$ cat config.mk
export PLATFORM = sky130hd
export DESIGN_NAME = imem_fetch_loader_flat
export DESIGN_NICKNAME = d
export VERILOG_FILES = /design/src/rtl/imem_pkg.sv /design/src/rtl/imem_fetch_loader_if.sv /design/src/rtl/imem_array.sv /design/src/rtl/imem_fetch_loader.sv /design/src/flat_wrapper.sv
export SDC_FILE = /design/constraint.sdc
export NUM_CORES = 1
export LEC_CHECK = 0
export ABC_CLOCK_PERIOD_IN_PS = 2850
export BUFFER_PORTS_ARGS = -buffer_cell sky130_fd_sc_hd__buf_4
export CAP_MARGIN = 20
export CORE_MARGIN = 4
export CORE_UTILIZATION = 45
export CTS_CLUSTER_SIZE = 30
export DETAILED_ROUTE_END_ITERATION = 16
export PLACE_DENSITY_LB_ADDON = 0.1
export SKIP_CTS_REPAIR_TIMING = 1
export SLEW_MARGIN = 20
export SYNTH_ARGS = -nofsm -noshare
export SYNTH_HDL_FRONTEND = slang
export SYNTH_SLANG_ARGS = --single-unit
$ cat constraint.sdc
create_clock -name clk -period 2.85 [get_ports clk]
set_clock_uncertainty 0.2 [all_clocks]
set_input_delay 0.57 -clock clk [delete_from_list [all_inputs] [get_ports clk]]
set_output_delay 0.57 -clock clk [all_outputs]
set_load 0.02 [all_outputs]
$ cat src/rtl/imem_pkg.sv
// Shared definitions for the instruction memory and its neighbours.
// Holds the fetch/loader state encoding and the compressed no-op encoding.
// The no-op fills cleared memory and stands in for faulted fetch data.
// Decode reuses the same constant.
package imem_pkg;

  typedef enum logic [1:0] {
    ST_CLEAR,
    ST_READY,
    ST_LOAD
  } imem_state_t;

  // c.nop encoding
  localparam logic [15:0] CNOP = 16'h0001;

endpackage

$ cat src/rtl/imem_fetch_loader_if.sv
// Bundle of the fetch request/response channel and the program loader channel.
// master: the PC/fetch stage plus the loader (testbench or boot controller).
// slave : the instruction memory.
// Signals:
//   req_valid/req_ready/req_addr  fetch request (byte address)
//   rsp_valid/rsp_ready/rsp_data/rsp_fault  fetch response
//   ld_start/ld_base  begin a load at a byte base address
//   ld_valid/ld_ready/ld_data/ld_last  load word stream
//   ld_ovf  sticky out-of-range load indication
//   busy  memory is clearing or loading
interface imem_fetch_loader_if #(
  parameter int IW = 16,
  parameter int AW = 16
);

  logic          req_valid;
  logic          req_ready;
  logic [AW-1:0] req_addr;
  logic          rsp_valid;
  logic          rsp_ready;
  logic [IW-1:0] rsp_data;
  logic          rsp_fault;
  logic          ld_start;
  logic [AW-1:0] ld_base;
  logic          ld_valid;
  logic          ld_ready;
  logic [IW-1:0] ld_data;
  logic          ld_last;
  logic          ld_ovf;
  logic          busy;

  modport master (
    output req_valid, req_addr, rsp_ready,
    output ld_start, ld_base, ld_valid, ld_data, ld_last,
    input  req_ready, rsp_valid, rsp_data, rsp_fault,
    input  ld_ready, ld_ovf, busy
  );

  modport slave (
    input  req_valid, req_addr, rsp_ready,
    input  ld_start, ld_base, ld_valid, ld_data, ld_last,
    output req_ready, rsp_valid, rsp_data, rsp_fault,
    output ld_ready, ld_ovf, busy
  );

endinterface

$ cat src/rtl/imem_array.sv
// DEPTH x IW storage with one write port and one synchronous read port.
// The storage is deliberately not reset.
// rdata only changes on a cycle with re set, so it holds the last fetched
// word while a response waits for its consumer.
// Ports: clk, we/waddr/wdata write port, re/raddr read port, rdata read data.
module imem_array #(
  parameter int IW    = 16,
  parameter int DEPTH = 64,
  localparam int AWORD = $clog2(DEPTH)
) (
  input  logic             clk,
  input  logic             we,
  input  logic [AWORD-1:0] waddr,
  input  logic [IW-1:0]    wdata,
  input  logic             re,
  input  logic [AWORD-1:0] raddr,
  output logic [IW-1:0]    rdata
);

  logic [IW-1:0] mem [DEPTH];

  always_ff @(posedge clk) begin
    if (we) mem[waddr] <= wdata;
    if (re) rdata <= mem[raddr];
  end

endmodule

$ cat src/rtl/imem_fetch_loader.sv
// Loadable instruction memory with a valid/ready fetch port.
// After reset the whole array is filled with FILL_WORD, one word per cycle.
// While that runs, fetches and loads are held off.
// In READY, fetches are served with one cycle of latency through a
// single-entry response register.
// A load pulse switches to LOAD, where a word stream is written from a byte
// base address. Words that fall beyond DEPTH are dropped and flagged on ld_ovf.
// Ports: clk, rst (async, active-high), bus (imem_fetch_loader_if.slave).
module imem_fetch_loader
  import imem_pkg::*;
#(
  parameter int          IW        = 16,
  parameter int          DEPTH     = 64,
  parameter int          AW        = 16,
  parameter logic [IW-1:0] FILL_WORD = IW'(CNOP)
) (
  input  logic clk,
  input  logic rst,
  imem_fetch_loader_if.slave bus
);

  localparam int AWORD = $clog2(DEPTH);
  localparam logic [AW-1:0] DEPTH_W = AW'(DEPTH);

  imem_state_t   state;
  logic [AWORD-1:0] cnt;
  logic [AW-2:0] ptr;
  logic          rsp_valid_q;
  logic          rsp_fault_q;
  logic          rsp_mem_q;
  logic          ld_ovf_q;

  logic          req_ready_c;
  logic          accept;
  logic [AW-2:0] idx;
  logic          fault_c;
  logic          ptr_in_range;
  logic          we;
  logic [AWORD-1:0] waddr;
  logic [IW-1:0] wdata;
  logic [IW-1:0] rdata;
  logic          unused_base_lsb;

  assign idx          = bus.req_addr[AW-1:1];
  assign fault_c      = bus.req_addr[0] | ({1'b0, idx} >= DEPTH_W);
  assign ptr_in_range = ({1'b0, ptr} < DEPTH_W);

  // A load request wins over a fetch in the same cycle.
  assign req_ready_c = (state == ST_READY) && !bus.ld_start &&
                       (!rsp_valid_q || bus.rsp_ready);
  assign accept      = bus.req_valid && req_ready_c;

  // Bit 0 of the load base is a byte offset inside a word and carries no meaning.
  assign unused_base_lsb = bus.ld_base[0];

  // Write port is shared between the clear sweep and the loader stream.
  always_comb begin
    we    = 1'b0;
    waddr = cnt;
    wdata = FILL_WORD;
    if (state == ST_CLEAR) begin
      we = 1'b1;
    end else if (state == ST_LOAD) begin
      we    = bus.ld_valid && ptr_in_range;
      waddr = ptr[AWORD-1:0];
      wdata = bus.ld_data;
    end
  end

  imem_array #(
    .IW   (IW),
    .DEPTH(DEPTH)
  ) u_array (
    .clk  (clk),
    .we   (we),
    .waddr(waddr),
    .wdata(wdata),
    .re   (accept),
    .raddr(idx[AWORD-1:0]),
    .rdata(rdata)
  );

  // Control FSM, load pointer and response register. A pending response
  // keeps draining in any state because only its consumer can retire it.
  always_ff @(posedge clk or posedge rst) begin
    if (rst) begin
      state       <= ST_CLEAR;
      cnt         <= '0;
      ptr         <= '0;
      rsp_valid_q <= 1'b0;
      rsp_fault_q <= 1'b0;
      rsp_mem_q   <= 1'b0;
      ld_ovf_q    <= 1'b0;
    end else begin
      case (state)
        ST_CLEAR: begin
          cnt <= cnt + AWORD'(1);
          if (cnt == AWORD'(DEPTH - 1)) state <= ST_READY;
        end
        ST_READY: begin
          if (bus.ld_start) begin
            ptr      <= bus.ld_base[AW-1:1];
            ld_ovf_q <= 1'b0;
            state    <= ST_LOAD;
          end
        end
        ST_LOAD: begin
          if (bus.ld_valid) begin
            if (!ptr_in_range) ld_ovf_q <= 1'b1;
            ptr <= ptr + 1'b1;
            if (bus.ld_last) state <= ST_READY;
          end
        end
        default: state <= ST_CLEAR;
      endcase

      if (accept) begin
        rsp_valid_q <= 1'b1;
        rsp_fault_q <= fault_c;
        rsp_mem_q   <= !fault_c;
      end else if (bus.rsp_ready) begin
        rsp_valid_q <= 1'b0;
      end
    end
  end

  // Memory data is only selected for a good fetch. Before any fetch the
  // data reads as zero, because the array output is unknown until a read.
  assign bus.rsp_data  = rsp_mem_q ? rdata : (rsp_fault_q ? FILL_WORD : '0);
  assign bus.rsp_valid = rsp_valid_q;
  assign bus.rsp_fault = rsp_fault_q;
  assign bus.req_ready = req_ready_c;
  assign bus.ld_ready  = (state == ST_LOAD);
  assign bus.ld_ovf    = ld_ovf_q;
  assign bus.busy      = (state != ST_READY);

endmodule

$ cat src/flat_wrapper.sv
// flat-port wrapper written by rule: the top's interface ports become plain ports
module imem_fetch_loader_flat import imem_pkg::*;
#(
  parameter int          IW        = 16,
  parameter int          DEPTH     = 64,
  parameter int          AW        = 16,
  parameter logic [IW-1:0] FILL_WORD = IW'(CNOP)
)
  (clk, rst, bus_req_valid, bus_req_addr, bus_rsp_ready, bus_ld_start, bus_ld_base, bus_ld_valid, bus_ld_data, bus_ld_last, bus_req_ready, bus_rsp_valid, bus_rsp_data, bus_rsp_fault, bus_ld_ready, bus_ld_ovf, bus_busy);
  imem_fetch_loader_if #(.IW(IW), .AW(AW)) bus_i ();
  input  logic clk;
  input  logic rst;
  input wire logic [$bits(bus_i.req_valid)-1:0] bus_req_valid;
  input wire logic [$bits(bus_i.req_addr)-1:0] bus_req_addr;
  input wire logic [$bits(bus_i.rsp_ready)-1:0] bus_rsp_ready;
  input wire logic [$bits(bus_i.ld_start)-1:0] bus_ld_start;
  input wire logic [$bits(bus_i.ld_base)-1:0] bus_ld_base;
  input wire logic [$bits(bus_i.ld_valid)-1:0] bus_ld_valid;
  input wire logic [$bits(bus_i.ld_data)-1:0] bus_ld_data;
  input wire logic [$bits(bus_i.ld_last)-1:0] bus_ld_last;
  output wire logic [$bits(bus_i.req_ready)-1:0] bus_req_ready;
  output wire logic [$bits(bus_i.rsp_valid)-1:0] bus_rsp_valid;
  output wire logic [$bits(bus_i.rsp_data)-1:0] bus_rsp_data;
  output wire logic [$bits(bus_i.rsp_fault)-1:0] bus_rsp_fault;
  output wire logic [$bits(bus_i.ld_ready)-1:0] bus_ld_ready;
  output wire logic [$bits(bus_i.ld_ovf)-1:0] bus_ld_ovf;
  output wire logic [$bits(bus_i.busy)-1:0] bus_busy;
  assign bus_i.req_valid = bus_req_valid;
  assign bus_i.req_addr = bus_req_addr;
  assign bus_i.rsp_ready = bus_rsp_ready;
  assign bus_i.ld_start = bus_ld_start;
  assign bus_i.ld_base = bus_ld_base;
  assign bus_i.ld_valid = bus_ld_valid;
  assign bus_i.ld_data = bus_ld_data;
  assign bus_i.ld_last = bus_ld_last;
  assign bus_req_ready = bus_i.req_ready;
  assign bus_rsp_valid = bus_i.rsp_valid;
  assign bus_rsp_data = bus_i.rsp_data;
  assign bus_rsp_fault = bus_i.rsp_fault;
  assign bus_ld_ready = bus_i.ld_ready;
  assign bus_ld_ovf = bus_i.ld_ovf;
  assign bus_busy = bus_i.busy;
  imem_fetch_loader #(.IW(IW), .DEPTH(DEPTH), .AW(AW), .FILL_WORD(FILL_WORD)) u_core (.clk(clk), .rst(rst), .bus(bus_i));
endmodule
==> results of run 1 <==
## per-stage QoR
| step | cells | utilization (%) | instance area (sq um) | setup WS, ps |
|---|---|---|---|---|
| finish | 3655 | 54.67 | 50180 | 115.2 |
| global route | 3655 | 54.67 | 50180 | 16.03 |
| CTS | 3652 | 54.50 | 50040 | -207.0 |
| detailed placement | 3451 | 50.68 | 46530 | -456.5 |
| global placement | 3451 | 50.68 | 46530 | -461.3 |
| floorplan | 1991 | - | 41740 | -241.1 |
## synth_stat cells, types with 3 or more instances
cell type | count | area [sq um]
nand2b_1 | 11 | 68.82
o21ai_0 | 14 | 70.07
a211oi_2 | 11 | 137.6
a2bb2oi_1 | 6 | 52.55
and3_1 | 3 | 18.77
clkbuf_1 | 19 | 71.32
a21oi_1 | 59 | 295.3
a22o_1 | 11 | 96.34
a221oi_1 | 7 | 61.31
a31oi_1 | 12 | 75.07
mux2i_1 | 52 | 520.5
mux2_2 | 3 | 33.78
ha_1 | 5 | 62.56
nand4_1 | 3 | 18.77
buf_2 | 41 | 205.2
dfrtp_1 | 27 | 675.7
nor3_1 | 10 | 50.05
nand3_1 | 26 | 130.1
a22oi_1 | 59 | 442.9
mux4_1 | 3 | 78.83
buf_4 | 21 | 157.7
nor2_1 | 81 | 304.0
nor4_1 | 3 | 18.77
o21ai_1 | 10 | 50.05
buf_1 | 7 | 26.28
o22ai_1 | 23 | 143.9
buf_6 | 16 | 180.2
o22ai_2 | 5 | 62.56
edfxtp_1 | 1040 | 31230
inv_1 | 13 | 48.80
nor3_2 | 4 | 40.04
or3_1 | 6 | 37.54
mux4_2 | 242 | 5450
and2b_1 | 3 | 22.52
nand2_1 | 71 | 266.5
nor2b_1 | 6 | 37.54
and2_1 | 32 | 200.2
xnor2_1 | 3 | 26.28
## layer usage
layer / GRT usage, % / wire length (um)
met1: 30.65 / 44590
met2: 33.54 / 49690
met3: 3.952 / 6231
met4: 5.956 / 2686
met5: 0 / 0
## kinds of logic (layout without fill, tap and decap cells)
logic type | count (synthesis) | in the layout | synth area share (%)
buffers and inverters | 118 | 539 | 1.690
XOR/XNOR | 5 | 5 | 0.1051
flip-flops | 1067 | 1067 | 76.55
multiplexers | 301 | 301 | 14.63
AO/OA/AOI/OAI | 226 | 226 | 3.765
AND/OR/NAND/NOR | 269 | 269 | 3.110
adder cells (fa/ha/maj) | 5 | 5 | 0.1501
## power groups by stage
stage	Combinational (mW)	Sequential, mW	Clock [mW]
2_1_floorplan	2.78	19.2	0
6_report	5.36	19.0	14.0
3_3_place_gp	5.20	19.2	0
4_1_cts	5.36	19.0	14.3
3_5_place_dp	5.34	19.3	0
5_1_grt	5.76	19.1	15.0
## area by class of cell
class,instances,area (sq um)
Timing Repair Buffer,325,3902
Clock inverter,65,659.4
Clock buffer,136,2850
Inverter,13,48.80
Fill cell,6991,41620
Sequential cell,1067,31910
Tap cell,1243,1555
Multi-Input combinational cell,806,9261
## critical path: cells and delay by family (launching register included)
kind | cells | cell delay (ps)
AO/OA/AOI/OAI | 1 | 200
buffers and inverters | 2 | 300
flip-flops | 1 | 410
adder cells (fa/ha/maj) | 1 | 230
AND/OR/NAND/NOR | 1 | 140
## worst min-delay path by stage
stage,to,slack (ps)
2_1_floorplan,u_core.ptr[11]$_DFFE_PP0P_,280
3_3_place_gp,u_core.bus.rsp_valid$_DFFE_PP0P_,290
3_5_place_dp,u_core.bus.ld_ovf$_DFFE_PP0P_,300
4_1_cts,u_core.ptr[14]$_DFFE_PP0P_,-220
5_1_grt,u_core.ptr[0]$_DFFE_PP0P_,3
6_report,u_core.ptr[0]$_DFFE_PP0P_,-10
## state kept, by name, indices dropped and copies added, names as in the netlist
signal / flops
u_core.u_array.mem: 1024
u_core.bus.ld_ovf: 1
u_core.u_array.rdata: 16
u_core.cnt: 6
u_core.bus.rsp_fault: 1
u_core.ptr: 15
u_core.bus.rsp_valid: 1
u_core.rsp_mem_q: 1
u_core.state: 2
==> results.sh, run 1 <==
export IMPL_crit_fanout=3
export IMPL_violations="hold timing"
export IMPL_p_leak_nw=16.62
export IMPL_final_common_cell="edfxtp_1"
export IMPL_die_area_sq_um=97550
export IMPL_hpwlAfterDp_mm=63.77
export IMPL_htreeDepth=3
export IMPL_final_max_slew_viol_count=0
export IMPL_worst_r2r_path_depth=8
export IMPL_grt_total_usage_pct=21.22
export IMPL_io_buffers=75
export IMPL_syn_inst=1991
export IMPL_die_h_um=312.3
export IMPL_reg2reg_setup_slack_ps=130
export IMPL_drive_above_1_share_pct=33.42
export IMPL_drcViolationCount=0
export IMPL_cp_end_kind="output pin"
export IMPL_p_int_mw=28.86
export IMPL_synth_ff_type="edfxtp_1"
export IMPL_finalHoldViolCount=1
export IMPL_avgSynthCellArea_sq_um=20.93
export IMPL_antenna_found_initial=5
export IMPL_pwr_share_comb_pct=14.0
export IMPL_numCtsBuffers=110
export IMPL_hold_ws_ps=-12.37
export IMPL_ir_drop_uv=614.1
export IMPL_required_ps=2080
export IMPL_p_sw_share_pct=24.77
export IMPL_hp_start="bus_ld_base[1]"
export IMPL_drt_first_pass_iters=5
export IMPL_timing_rr_start="u_core.ptr[9]$_DFFE_PP0P_"
export IMPL_startpoint_type="flip-flop"
export IMPL_slew_headroom_pct=31.42
export IMPL_io_pins=77
export IMPL_worst_ep_arrival_time_ps=1960
export IMPL_min_path_cells=3
export IMPL_setup_tns_ps=0
export IMPL_slowest_stage="dfrtp_1"
export IMPL_ys_ff_latch=1067
export IMPL_grt_pass1_vias=21660
export IMPL_p_switching_mw=9.503
export IMPL_drv_cap=0
export IMPL_crit_start="u_core.state[1]$_DFFE_PP0P_"
export IMPL_seq_area_frac_synth_pct=76.55
export IMPL_grt_max_degree=65
export IMPL_pwr_share_seq_pct=49.5
export IMPL_std_cell_rows=111
export IMPL_worstSetupEndpoint="bus_req_ready"
export IMPL_area_growth_pct=20.41
export IMPL_max_stage_delay_ps=410
export IMPL_fmax_mhz=365.7
export IMPL_viasPerCell=5.755
export IMPL_rsz0062_at_grt="no"
export IMPL_cts_tree="done"
export IMPL_crit_chain="inv_1 -> ha_2 -> nand2b_4 -> a21oi_1 -> buf_4"
export IMPL_power_mw=38.36
export IMPL_gp_congestion=0.8021
export IMPL_synthArstFlopShare_pct=2.530
export IMPL_grt_ovfl_total=0
export IMPL_path_class="reg -> out"
export IMPL_hp_class="in -> reg"
export IMPL_worstMarginPinSlew_ps=1028
export IMPL_drtIter0Drc=1826
export IMPL_synth_edf_count=1040
export IMPL_ys_types=56
export IMPL_rr_endpoint="u_core.u_array.mem[60][0]$_DFFE_PP_"
export IMPL_yosysWarnings=0
export IMPL_fin_nets=2383
export IMPL_drt_wirelength_per_cell_um=28.24
export IMPL_period_share_pct=95.96
export IMPL_dieWidth_um=312.3
export IMPL_cts_sinks=1067
export IMPL_antenna_cells=0
export IMPL_cts_root_buffer="clkbuf_16"
export IMPL_vias=21030
export IMPL_synthesis_area_sq_um=41680
export IMPL_final_cell_mix="edfxtp_1, mux4_2, buf_4, buf_12, clkbuf_16"
export IMPL_power_density_nw_per_um2=764.4
export IMPL_ant_nets=0
export IMPL_path_clk_slew_ps=60
export IMPL_setup_viol=0
export IMPL_grt_pass1_wl_mm=149.9
export IMPL_clockPowerShare_pct=36.5
export IMPL_start_util_pct=45.40
export IMPL_cts_max_path_buffers=3
export IMPL_status="complete, but fails checks"
export IMPL_clkLatencyLatePin_ps=680
export IMPL_wl_mm=103.2
export IMPL_core_sq_um=91800
export IMPL_synth_nets=2051
export IMPL_period_needed_ps=2735
Note: power is estimated with default switching activity, not from simulation.
==> run 2: changes to the inputs <==
--- a/config.mk
+++ b/config.mk
@@ -12,7 +12,7 @@
 export CORE_UTILIZATION = 45
 export CTS_CLUSTER_SIZE = 30
 export DETAILED_ROUTE_END_ITERATION = 16
-export PLACE_DENSITY_LB_ADDON = 0.1
+export PLACE_DENSITY = 0.67
 export SKIP_CTS_REPAIR_TIMING = 1
 export SLEW_MARGIN = 20
 export SYNTH_ARGS = -nofsm -noshare
==> constraint.sdc (replaced) <==
create_clock -name clk -period 2.85 [get_ports clk]
set_clock_uncertainty 0.2 [all_clocks]
set_input_delay 0.1425 -clock clk [delete_from_list [all_inputs] [get_ports clk]]
set_output_delay 0.1425 -clock clk [all_outputs]
set_load 0.02 [all_outputs]
==> results.sh, run 2 (synthesis gave the netlist of run 1 again) <==
export IMPL_largest_register_ffs=1024
export IMPL_start_util_pct=45.40
export IMPL_grt_pass1_wl_mm=145.7
export IMPL_final_cell_mix="edfxtp_1, mux4_2, buf_4, clkbuf_16, buf_12"
export IMPL_hpwlAfterDp_mm=61.29
export IMPL_worst_r2r_path_depth=9
export IMPL_power_density_nw_per_um2=767.4
export IMPL_grt_ovfl_total=0
export IMPL_wl_mm=99.10
export IMPL_timing_rr_start="u_core.state[0]$_DFFE_PP0P_"
export IMPL_status="complete, but fails checks"
export IMPL_die_area_sq_um=97550
export IMPL_largest_register="u_core.u_array.mem"
export IMPL_drv_cap=0
export IMPL_dieWidth_um=312.3
export IMPL_grt_total_usage_pct=20.21
export IMPL_seq_area_sq_um=31910
export IMPL_antenna_found_initial=1
export IMPL_io_pins=77
export IMPL_finalInstanceArea_sq_um=50180
export IMPL_hp_class="in -> reg"
export IMPL_numCtsBuffers=107
export IMPL_area_growth_pct=20.40
export IMPL_worst_ep_arrival_time_ps=2940
export IMPL_worstMarginPinSlew_ps=855.0
export IMPL_path_class="reg -> reg"
export IMPL_wl_met2_mm=48.19
export IMPL_slew_headroom_pct=43.00
export IMPL_min_path_cells=6
export IMPL_required_ps=3020
export IMPL_grt_pass1_vias=21360
export IMPL_drcViolationCount=0
export IMPL_cts_max_path_buffers=3
export IMPL_fmax_mhz=360.0
export IMPL_io_buffers=75
export IMPL_die_h_um=312.3
export IMPL_drt_first_pass_iters=5
export IMPL_final_max_slew_viol_count=0
export IMPL_cp_end_kind="flip-flop"
export IMPL_reg_top3="u_core.u_array.mem x1024, u_core.u_array.rdata x16, u_core.ptr x15"
export IMPL_crit_fanout=16
export IMPL_setup_tns_ps=0
export IMPL_vias=21250
export IMPL_hold_ws_ps=-24.49
export IMPL_met3_length_mm=8.539
export IMPL_path_clk_slew_ps=60
export IMPL_p_leak_nw=16.52
export IMPL_violations="hold timing"
export IMPL_instances_no_fill=3652
export IMPL_reg2reg_setup_slack_ps=70
export IMPL_viasPerCell=5.818
export IMPL_dpl_instance_area_sq_um=46050
export IMPL_setup_viol=0
export IMPL_cts_root_buffer="clkbuf_16"
export IMPL_cts_sinks=1067
export IMPL_crit_start="u_core.state[0]$_DFFE_PP0P_"
export IMPL_hp_start="bus_ld_valid"
export IMPL_multi_input_area_sq_um=9230
export IMPL_std_cell_rows=111
export IMPL_drive_above_1_share_pct=31.75
export IMPL_placed_cells=3404
export IMPL_period_share_pct=97.47
export IMPL_finalHoldViolCount=14
export IMPL_met1_length_mm=40.25
export IMPL_grt_max_degree=65
export IMPL_drtIter0Drc=2881
export IMPL_htreeDepth=3
export IMPL_drt_wirelength_per_cell_um=27.14
export IMPL_fin_nets=2374
export IMPL_fill_cells=6765
export IMPL_startpoint_type="flip-flop"
export IMPL_ant_nets=0
export IMPL_gp_congestion=0.8899
export IMPL_cts_tree="done"
export IMPL_core_sq_um=91800
export IMPL_clkLatencyLatePin_ps=670
export IMPL_period_needed_ps=2778
export IMPL_top_layer_used="met4"
export IMPL_final_common_cell="edfxtp_1"
export IMPL_ir_drop_uv=625.8
[run 2: critical path, stage by stage (launching register included)]
cell and delay [ps]:
dfrtp_1 410, inv_1 90, ha_2 250, nor4b_4 280, a41oi_2 240, and2b_2 300
nand2_1 100, buf_4 190, nor2_1 210, buf_12 200
[run 2: final timing paths]
path                                                      end
min                                 u_core.ptr[1]$_DFFE_PP0P_
max reg2reg                u_core.u_array.mem[4][1]$_DFFE_PP_
max                        u_core.u_array.mem[4][1]$_DFFE_PP_
min in group asynchronous       u_core.bus.ld_ovf$_DFFE_PP0P_
min reg2reg                  u_core.bus.rsp_valid$_DFFE_PP0P_
max in group asynchronous          u_core.ptr[12]$_DFFE_PP0P_
[run 2: cell type report]
class / instances / share of cell area, %
Sequential cell: 1067 / 63.58
Multi-Input combinational cell: 806 / 18.39
Timing Repair Buffer: 319 / 7.637
Clock buffer: 132 / 5.543
Tap cell: 1243 / 3.099
Clock inverter: 69 / 1.631
Inverter: 13 / 0.09724
Antenna cell: 3 / 0.01496
[run 2: where the power goes]
group / internal [mW] / switching (mW) / total, mW
clock network: 8.34 / 5.87 / 14.2
logic: 2.00 / 3.28 / 5.27
registers: 18.6 / 0.424 / 19.0
[run 2: layer usage]
| layer | vias to the layer above | global-route usage (%) |
|---|---|---|
| met2 | 985 | 31.91 |
| met4 | 0 | 4.737 |
| li1 | 8964 | - |
| met1 | 11170 | 29.19 |
| met5 | - | 0 |
| met3 | 133 | 4.436 |
[run 2: through the flow]
| step | utilization (%) | hold WS (ps) | power [mW] | setup WS, ps |
|---|---|---|---|---|
| after global placement | 50.16 | 241.8 | 24.20 | 46.34 |
| final | 54.66 | -24.49 | 38.51 | 72.22 |
| after detailed placement | 50.16 | 250.7 | 24.41 | -2.012 |
| after CTS | 54.08 | -449.6 | 38.55 | -16.53 |
| after floorplan | - | -4.785 | 21.97 | -241.1 |
| after global routing | 54.65 | -0.1495 | 39.85 | -52.41 |
